[config.mk]
export PLATFORM = sky130hd
export DESIGN_NAME = kf6845_address_cursor
export DESIGN_NICKNAME = d
export VERILOG_FILES = /design/src/rtl/kf6845_pkg.sv /design/src/rtl/kf6845_skew_delay.sv /design/src/rtl/kf6845_address_cursor.sv
export SDC_FILE = /design/constraint.sdc
export NUM_CORES = 1
export LEC_CHECK = 0
export ABC_AREA = 1
export ABC_CLOCK_PERIOD_IN_PS = 2700
export CAP_MARGIN = 20
export CORE_UTILIZATION = 45
export DETAILED_ROUTE_END_ITERATION = 8
export PLACE_DENSITY = 0.7
export REMOVE_ABC_BUFFERS = 1
export SLEW_MARGIN = 0
export SYNTH_ARGS = -nofsm -noshare
export SYNTH_HDL_FRONTEND = slang
export SYNTH_SLANG_ARGS = --single-unit
[constraint.sdc]
create_clock -name clock -period 2.7 [get_ports clock]
set_clock_uncertainty 0.2 [all_clocks]
set_input_delay 0.54 -clock clock [delete_from_list [all_inputs] [get_ports clock]]
set_output_delay 0.54 -clock clock [all_outputs]
set_load 0.05 [all_outputs]
[src/rtl/kf6845_pkg.sv]
// Shared definitions for the kf6845 refresh-address / cursor stage.
// Holds the blink-mode encoding, register indices and the default address width.
package kf6845_pkg;

  localparam int MA_WIDTH_DEFAULT = 14;

  typedef enum logic [1:0] {
    BLINK_STEADY = 2'b00,
    BLINK_OFF    = 2'b01,
    BLINK_16     = 2'b10,
    BLINK_32     = 2'b11
  } blink_mode_t;

  localparam logic [3:0] R10_CURSOR_START = 4'd10;
  localparam logic [3:0] R11_CURSOR_END   = 4'd11;
  localparam logic [3:0] R12_START_H      = 4'd12;
  localparam logic [3:0] R13_START_L      = 4'd13;
  localparam logic [3:0] R14_CURSOR_H     = 4'd14;
  localparam logic [3:0] R15_CURSOR_L     = 4'd15;

endpackage

[src/rtl/kf6845_skew_delay.sv]
// Enabled shift register of DEPTH stages (1..3); realigns DISPEN/CURSOR with
// downstream character pipelines.
module kf6845_skew_delay #(
  parameter int DEPTH = 1
) (
  input  logic clock,
  input  logic reset,
  input  logic enable,
  input  logic data_in,
  output logic data_out
);

  logic [DEPTH-1:0] stages;

  always_ff @(posedge clock or posedge reset) begin
    if (reset) begin
      stages[0] <= 1'b0;
    end else if (enable) begin
      stages[0] <= data_in;
    end
  end

  for (genvar gi = 1; gi < DEPTH; gi++) begin : g_stage
    always_ff @(posedge clock or posedge reset) begin
      if (reset) begin
        stages[gi] <= 1'b0;
      end else if (enable) begin
        stages[gi] <= stages[gi-1];
      end
    end
  end

  assign data_out = stages[DEPTH-1];

endmodule

[src/rtl/kf6845_address_cursor.sv]
// Refresh memory address generator with cursor compare, blink gating and
// skew-adjustable DISPEN/CURSOR outputs.
module kf6845_address_cursor
  import kf6845_pkg::*;
#(
  parameter int MA_WIDTH    = MA_WIDTH_DEFAULT,
  parameter int DISPEN_SKEW = 0,
  parameter int CURSOR_SKEW = 0
) (
  input  logic                clock,
  input  logic                reset,
  input  logic                video_clock_enable,
  input  logic [7:0]          internal_data_bus,
  input  logic                write_cursor_start_register,
  input  logic                write_cursor_end_register,
  input  logic                write_start_address_h_register,
  input  logic                write_start_address_l_register,
  input  logic                write_cursor_h_register,
  input  logic                write_cursor_l_register,
  input  logic [7:0]          horizontal_displayed,
  input  logic                Horizontal,
  input  logic                H_Display,
  input  logic                V_Display,
  input  logic                V_Total,
  input  logic                Scanline_End,
  input  logic [4:0]          RA,
  output logic [MA_WIDTH-1:0] MA,
  output logic                DISPEN,
  output logic                CURSOR,
  output logic [MA_WIDTH-1:0] cursor_address
);

  localparam int HI_WIDTH = MA_WIDTH - 8;

  blink_mode_t          blink_mode;
  logic [4:0]           cursor_start;
  logic [4:0]           cursor_end;
  logic [HI_WIDTH-1:0]  start_high;
  logic [7:0]           start_low;
  logic [HI_WIDTH-1:0]  cursor_high;
  logic [7:0]           cursor_low;
  logic [4:0]           field_counter;
  logic [MA_WIDTH-1:0]  refresh_address;
  logic [MA_WIDTH-1:0]  row_start;
  logic [MA_WIDTH-1:0]  start_address;
  logic [MA_WIDTH-1:0]  next_row_start;
  logic                 blink_on;
  logic                 raster_hit;
  logic                 dispen_raw;
  logic                 cursor_raw;

  assign start_address  = {start_high, start_low};
  assign cursor_address = {cursor_high, cursor_low};
  assign next_row_start = row_start + MA_WIDTH'(horizontal_displayed);

  // CPU register writes ignore the character-clock strobe.
  always_ff @(posedge clock or posedge reset) begin
    if (reset) begin
      blink_mode   <= BLINK_STEADY;
      cursor_start <= '0;
      cursor_end   <= '0;
      start_high   <= '0;
      start_low    <= '0;
      cursor_high  <= '0;
      cursor_low   <= '0;
    end else begin
      if (write_cursor_start_register) begin
        blink_mode   <= blink_mode_t'(internal_data_bus[6:5]);
        cursor_start <= internal_data_bus[4:0];
      end
      if (write_cursor_end_register)      cursor_end  <= internal_data_bus[4:0];
      if (write_start_address_h_register) start_high  <= internal_data_bus[HI_WIDTH-1:0];
      if (write_start_address_l_register) start_low   <= internal_data_bus;
      if (write_cursor_h_register)        cursor_high <= internal_data_bus[HI_WIDTH-1:0];
      if (write_cursor_l_register)        cursor_low  <= internal_data_bus;
    end
  end

  always_ff @(posedge clock or posedge reset) begin
    if (reset) begin
      refresh_address <= '0;
      row_start       <= '0;
      field_counter   <= '0;
    end else if (video_clock_enable) begin
      if (V_Total) begin
        refresh_address <= start_address;
        row_start       <= start_address;
        field_counter   <= field_counter + 5'd1;
      end else if (Scanline_End) begin
        refresh_address <= next_row_start;
        row_start       <= next_row_start;
      end else if (Horizontal) begin
        refresh_address <= row_start;
      end else if (H_Display) begin
        refresh_address <= refresh_address + 1'b1;
      end
    end
  end

  assign MA = refresh_address;

  always_comb begin
    blink_on = 1'b1;
    unique case (blink_mode)
      BLINK_STEADY: blink_on = 1'b1;
      BLINK_OFF:    blink_on = 1'b0;
      BLINK_16:     blink_on = ~field_counter[3];
      BLINK_32:     blink_on = ~field_counter[4];
    endcase
  end

  // An inverted window (start > end) can never satisfy both bounds.
  assign raster_hit = (RA >= cursor_start) && (RA <= cursor_end);
  assign dispen_raw = H_Display & V_Display;
  assign cursor_raw = dispen_raw & (refresh_address == cursor_address) & raster_hit & blink_on;

  kf6845_skew_delay #(.DEPTH(1 + DISPEN_SKEW)) dispen_delay (
    .clock    (clock),
    .reset    (reset),
    .enable   (video_clock_enable),
    .data_in  (dispen_raw),
    .data_out (DISPEN)
  );

  kf6845_skew_delay #(.DEPTH(1 + CURSOR_SKEW)) cursor_delay (
    .clock    (clock),
    .reset    (reset),
    .enable   (video_clock_enable),
    .data_in  (cursor_raw),
    .data_out (CURSOR)
  );

endmodule

==> metrics.cfg, run 1 <==
[outcome]
outcome=finished clean

[synthesis]
synthArstFlopShare_pct=100
synth_top_area_cell=dfrtp_1
synth-simple-area-share_pct=26.0
synth_top_family_by_area=simple AND/OR/NAND/NOR gates
synth_adder_area_share_pct=5.78
synthFlopType=dfrtp_1
synth.distinct_cells=37
synth_compound_area_share_pct=11.5
yosysMostFrequentCell=nand2_1
synthTopCellsByArea=dfrtp_1 40%, nand2_1 13%, inv_1 5.9%, ha_1 5.4%, nor2_1 4.7%
syn-instance-count=610
avgSynthCellArea_sq_um=7.66
synth_mux_area_share_pct=4.34
yosysWarnings=0
ys_ff_latch=75
synth_edf_count=0
synthXorXnorAreaFrac_pct=3.75
netlist_area_sq_mm=0.00467
synth_seq_area_share_pct=40.2
netlist.area_leader.share_pct=40.2
synth_common_cells=159 x nand2_1, 75 x dfrtp_1, 74 x inv_1

[critical_path]
reg2reg_to=row_start[10]
cpLargestDelayFamily=buffers and inverters
required_ns=1.96
cp.arrival_ns=1.78
reg2reg_depth=9
crit_buf_inv=1
rr_startpoint=row_start[0]
critPathMaxFanout=6
critPathLaunchType=flop
cp_slowest_stage_delay_ns=0.87
cp_slowest_cell=clkdlybuf4s50_1
path_class=flop to primary output
r2r_setup_slack_ns=0.62
worstPathCellList=clkdlybuf4s50_1
cp-end-kind=primary output

[final_layout]
drive_above_1_share_pct=9.16
n_antenna_cell=0
nets=739
final_cells=821
area_growth_pct=21.5

[drt]
first_iter_violations=323
remaining_drc_errors=0
via_per_inst=5.26
postRouteAntennaNets=0
routed_wl_um=12500
dr.pass1.iters=5
via_count=4321
wl_per_cell_um=15.3

[worst_hold_path]
worstHoldStart=field_counter[4]
min_to=field_counter[4]
min_path_type=flop to flop
min_path_cells=1

[clocking]
cts_setup_buffers=0
cts_made_buffers=9
ctsHoldBuffers=0
cts_tree=yes
clkLatencyLatePin_ns=0.35
h-tree-depth=3
clk_pin_slew_ns=0.07
cts_num_sinks=75
clock_path_buffers=2
post_cts_resized=0
cts-root-buf=clkbuf_8

[place]
post-dp-hpwl_um=9650
pre_cts_ws_ns=0.0330
io_buffers=64
gp_congestion=0.837
dp_cells=805

[sta]
slew_viol_final=0
min_period_ns=2.52
rsz0062_at_grt=no
period_share_pct=93.2
relSlewSlack_pct=65.3
setup_ws_ns=0.183
finalSetupTns_ns=0
setup_viol=0
finalHoldViolCount=0
max_freq_mhz=397
worstMarginPinSlew_ns=0.519

[job]
drv_cap=0

[power]
p_per_area_mw_per_mm2=656
total_power_mw=3.73
p_leak_nw=2.76
peakVddDrop_v=0.000299

[floorplanning]
die_w_um=104
dieArea_sq_mm=0.0108
fp.coreArea_sq_mm=0.00991
die_h_um=104
io_pins=65
core.rowCount=36
start_util_pct=47.2

[global_routing]
antenna_found_initial=0
grt_pass1_vias=4178
grt_usage_pct=24.4
grt.overflow.total=0
grt_max_degree=76
grt_first_pass_wirelength_um=20700

-- per-stage QoR --
step           utilization, %  hold WS, ns  instance area [sq um]
2_1_floorplan               -        0.246                   4560
6_report                 57.3        0.293                   5680
3_5_place_dp             55.5        0.290                   5500
3_3_place_gp             55.5        0.263                   5500
5_1_grt                  57.3        0.326                   5680
4_1_cts                  57.3        0.301                   5680
-- state kept, by name (all words and copies together) (netlist names) --
name / count
dispen_delay.data_out: 1
start_low: 8
row_start: 14
cursor_low: 8
field_counter: 5
MA: 14
start_high: 6
cursor_end: 5
blink_mode: 2
cursor_start: 5
cursor_delay.data_out: 1
cursor_high: 6
-- power by group --
part / internal, mW / switching, mW / total (mW)
clock network: 0.383 / 0.407 / 0.790
registers: 1.30 / 0.205 / 1.51
logic: 0.543 / 0.884 / 1.43
total: 2.23 / 1.50 / 3.73
-- cells in the final DEF (no fill, tap or decap), types with 3 or more instances in the layout --
cell               n
ha_1              20
a22oi_1            3
clkbuf_8          11
mux2_2            18
clkdlybuf4s50_1   64
dfrtp_1           75
a31oi_1            5
a21oi_1           43
clkbuf_1           3
o21ai_0           33
nor2_1            58
nand4_1           10
inv_1             73
nor2_2             4
nor2_4             3
nand2_1          159
xor2_1             9
buf_4             15
nand3_1           43
a41oi_1            3
xnor2_1           11
-- final cells by class --
cell class | count | area (sq um)
Tap cell | 133 | 166
Fill cell | 937 | 4230
Multi-Input combinational cell | 441 | 2400
Clock buffer | 14 | 163
Clock inverter | 2 | 10.0
Inverter | 76 | 285
Sequential cell | 75 | 1880
Timing Repair Buffer | 80 | 773
-- per-layer routing --
layer	wire (um)	global-route usage [%]	share of wire, %	up-vias
met5	0	0	0	-
met4	230	9.49	1.8	0
met3	579	3.32	4.6	19
met2	5960	40.2	48	129
met1	5750	32.5	46	2049
li1	-	-	-	2124
-- kinds of logic after synthesis --
kind of cell / Yosys count
buf+inv: 94
simple gates: 286
flops: 75
compound gates: 96
mux: 18
xor+xnor: 20
fa+ha+maj: 21
-- worst max-delay path by stage --
stage | startpoint | end | cells past startpoint
floorplan | reset | MA[0] | 1
global placement | horizontal_displayed[0] | MA[10] | 10
detailed placement | horizontal_displayed[0] | MA[10] | 10
CTS | MA[4] | MA[4] | 1
global route | MA[4] | MA[4] | 1
finish | MA[4] | MA[4] | 1
Power figures use the tool's default switching activity.
==> inputs of run 2 (changes only) <==
--- a/config.mk
+++ b/config.mk
@@ -6,8 +6,8 @@
 export NUM_CORES = 1
 export LEC_CHECK = 0
 export ABC_AREA = 1
-export ABC_CLOCK_PERIOD_IN_PS = 2700
 export CAP_MARGIN = 20
+export CORE_MARGIN = 8
 export CORE_UTILIZATION = 45
 export DETAILED_ROUTE_END_ITERATION = 8
 export PLACE_DENSITY = 0.7
==> run 2 against run 1 <==
  * First-iteration DRC count shrank 28%
  * Setup slack improved by 0.0077 ns
  * Global-route usage decreased by 5.4 points
  * Critical endpoint unchanged
==> metrics.cfg, run 2 (synthesized netlist as in run 1, its figures left out) <==
[critical_path]
cpLargestDelayFamily=buffers and inverters
critPathMaxFanout=6  ; unchanged
cp-end-kind=primary output
cp.arrival_ns=1.77  ; about the same
required_ns=1.96  ; about the same
cp_slowest_stage_delay_ns=0.88  ; about the same
worstPathCellList=clkdlybuf4s50_1
crit_buf_inv=1  ; unchanged
path_class=flop to primary output
critPathLaunchType=flop
cp_slowest_cell=clkdlybuf4s50_1

[power]
p_int_mw=2.30  ; +3.0%
p_clk_share_pct=22.7  ; +1.5 points
p_sw_mw=1.51  ; +0.70%
power_frac_comb_pct=37.6  ; -0.7 points
p_leak_nw=2.76  ; about the same
switching_share_pct=39.6  ; -0.54 points
p_per_area_mw_per_mm2=667  ; +1.7%
peakVddDrop_v=0.000302  ; +1.2%
sequentialPowerShare_pct=39.7  ; -0.8 points

[clocking]
cts_tree=yes
ctsHoldBuffers=0  ; unchanged
cts_num_sinks=75  ; unchanged
clkLatencyLatePin_ns=0.34  ; about the same
h-tree-depth=3  ; unchanged
cts_setup_buffers=0  ; unchanged
cts_made_buffers=9  ; unchanged
clock_path_buffers=2  ; unchanged
cts-root-buf=clkbuf_8
post_cts_resized=0  ; unchanged
clk_pin_slew_ns=0.08  ; about the same

[global_routing]
grt_usage_pct=19.0  ; -5.4 points
grt_first_pass_wirelength_um=21600  ; +3.9%
grt.overflow.total=0  ; unchanged
grt_pass1_vias=4364  ; +4.5%
grt_max_degree=76  ; unchanged
antenna_found_initial=0  ; unchanged

[sta]
finalSetupTns_ns=0  ; unchanged
slew_viol_final=0  ; unchanged
max_freq_mhz=399  ; +0.31%
relSlewSlack_pct=62.8  ; -2.5 points
period_share_pct=92.9  ; -0.28 points
rsz0062_at_grt=no
worstMarginPinSlew_ns=0.558  ; +0.0386 ns
setup_viol=0  ; unchanged
holdWs_ns=0.293  ; +0.0000820 ns
min_period_ns=2.51  ; -0.00769 ns
finalHoldViolCount=0  ; unchanged

[final_layout]
fin_area_sq_mm=0.00570  ; +0.37%
final_common_cell=nand2_1
final_cells=821  ; unchanged
area_growth_pct=21.9
fillers=979  ; +4.5%
nets=737  ; -0.27%
post-route-util_pct=55.9  ; -1.3 points
n_antenna_cell=0  ; unchanged
drive_above_1_share_pct=9.05  ; -0.11 points
most-common-layout-cells=159 x nand2_1, 75 x dfrtp_1, 73 x inv_1, 64 x clkdlybuf4s50_1, 58 x nor2_1

[floorplanning]
die_h_um=118  ; +13%
start_util_pct=45.9  ; -1.3 points
fp.coreArea_sq_mm=0.0102  ; +2.8%
dieArea_sq_mm=0.0139  ; +29%
io_pins=65  ; unchanged
core.rowCount=37  ; +2.8%
die_w_um=118  ; +13%

[worst_hold_path]
min_path_type=flop to flop

[drt]
dr.pass1.iters=5  ; unchanged
wl_per_cell_um=15.6  ; +2.4%
postRouteAntennaNets=0  ; unchanged
first_iter_violations=233  ; -28%
routed_wl_um=12800  ; +2.4%
remaining_drc_errors=0  ; unchanged
via_count=4319  ; -0.046%
via_per_inst=5.26  ; about the same

[place]
gp_congestion=0.877  ; +4.8%
io_buffers=64  ; unchanged
dpl_cell_area_sq_mm=0.00551  ; about the same
dp_cells=806  ; +0.12%
post-dp-hpwl_um=9900  ; +2.5%

[outcome]
outcome=finished clean

[job]
drv_cap=0  ; unchanged

==> run 2: changes by cell type in the layout (fill, tap and decap cells not counted), sizes merged <==
| cell | delta |
|---|---|
| clkinvlp | +1 |
| clkbuf | -3 |
| bufinv | +1 |
| buf | -2 |
==> run 2: final timing paths <==
path | startpoint | end | slack [ns] | depth (start not counted)
max | MA[4] | MA[4] | 0.19 | 1
min | field_counter[4] | field_counter[4] | 0.29 | 1
max reg2reg | row_start[0] | MA[12] | 0.62 | 9
min reg2reg | field_counter[4] | field_counter[4] | 0.29 | 1
max in group asynchronous | reset | MA[12] | 1.58 | 3
min in group asynchronous | reset | cursor_end[3] | 0.39 | 3
==> run 2: metal layers <==
layer / up-vias / part of all wire (%) / GRT usage (%)
met5: - / 0 / 0
met2: 129 / 46 / 30.8
met3: 33 / 4.4 / 3.21
met4: 0 / 3.4 / 9.13
met1: 2029 / 46 / 24.1
li1: 2128 / - / -
==> run 2: power by group through the flow <==
stage          combinational, mW  sequential, mW  clock [mW]
3_3_place_gp                1.40            1.52           0
3_5_place_dp                1.43            1.52           0
4_1_cts                     1.44            1.50       0.880
5_1_grt                     1.59            1.53       0.924
2_1_floorplan              0.767            1.69           0
6_report                    1.43            1.51       0.863
==> run 2: metrics by stage <==
| stage | total power [mW] | setup slack (ns) |
|---|---|---|
| global placement | 2.91 | 0.127 |
| floorplan | 2.45 | 0.0500 |
| finish | 3.80 | 0.191 |
| global route | 4.05 | 0.159 |
| CTS | 3.82 | 0.179 |
| detailed placement | 2.95 | 0.0770 |
==> run 2: final cells by class <==
type	count	area (sq um)	area share [%]
multi-input combinational	441	2400	42.2
timing repair buffer	78	771	13.5
inverter	76	285	5.01
clock buffer	11	141	2.48
sequential	75	1880	32.9
clock inverter	4	51.3	0.900
tap	136	170	2.99
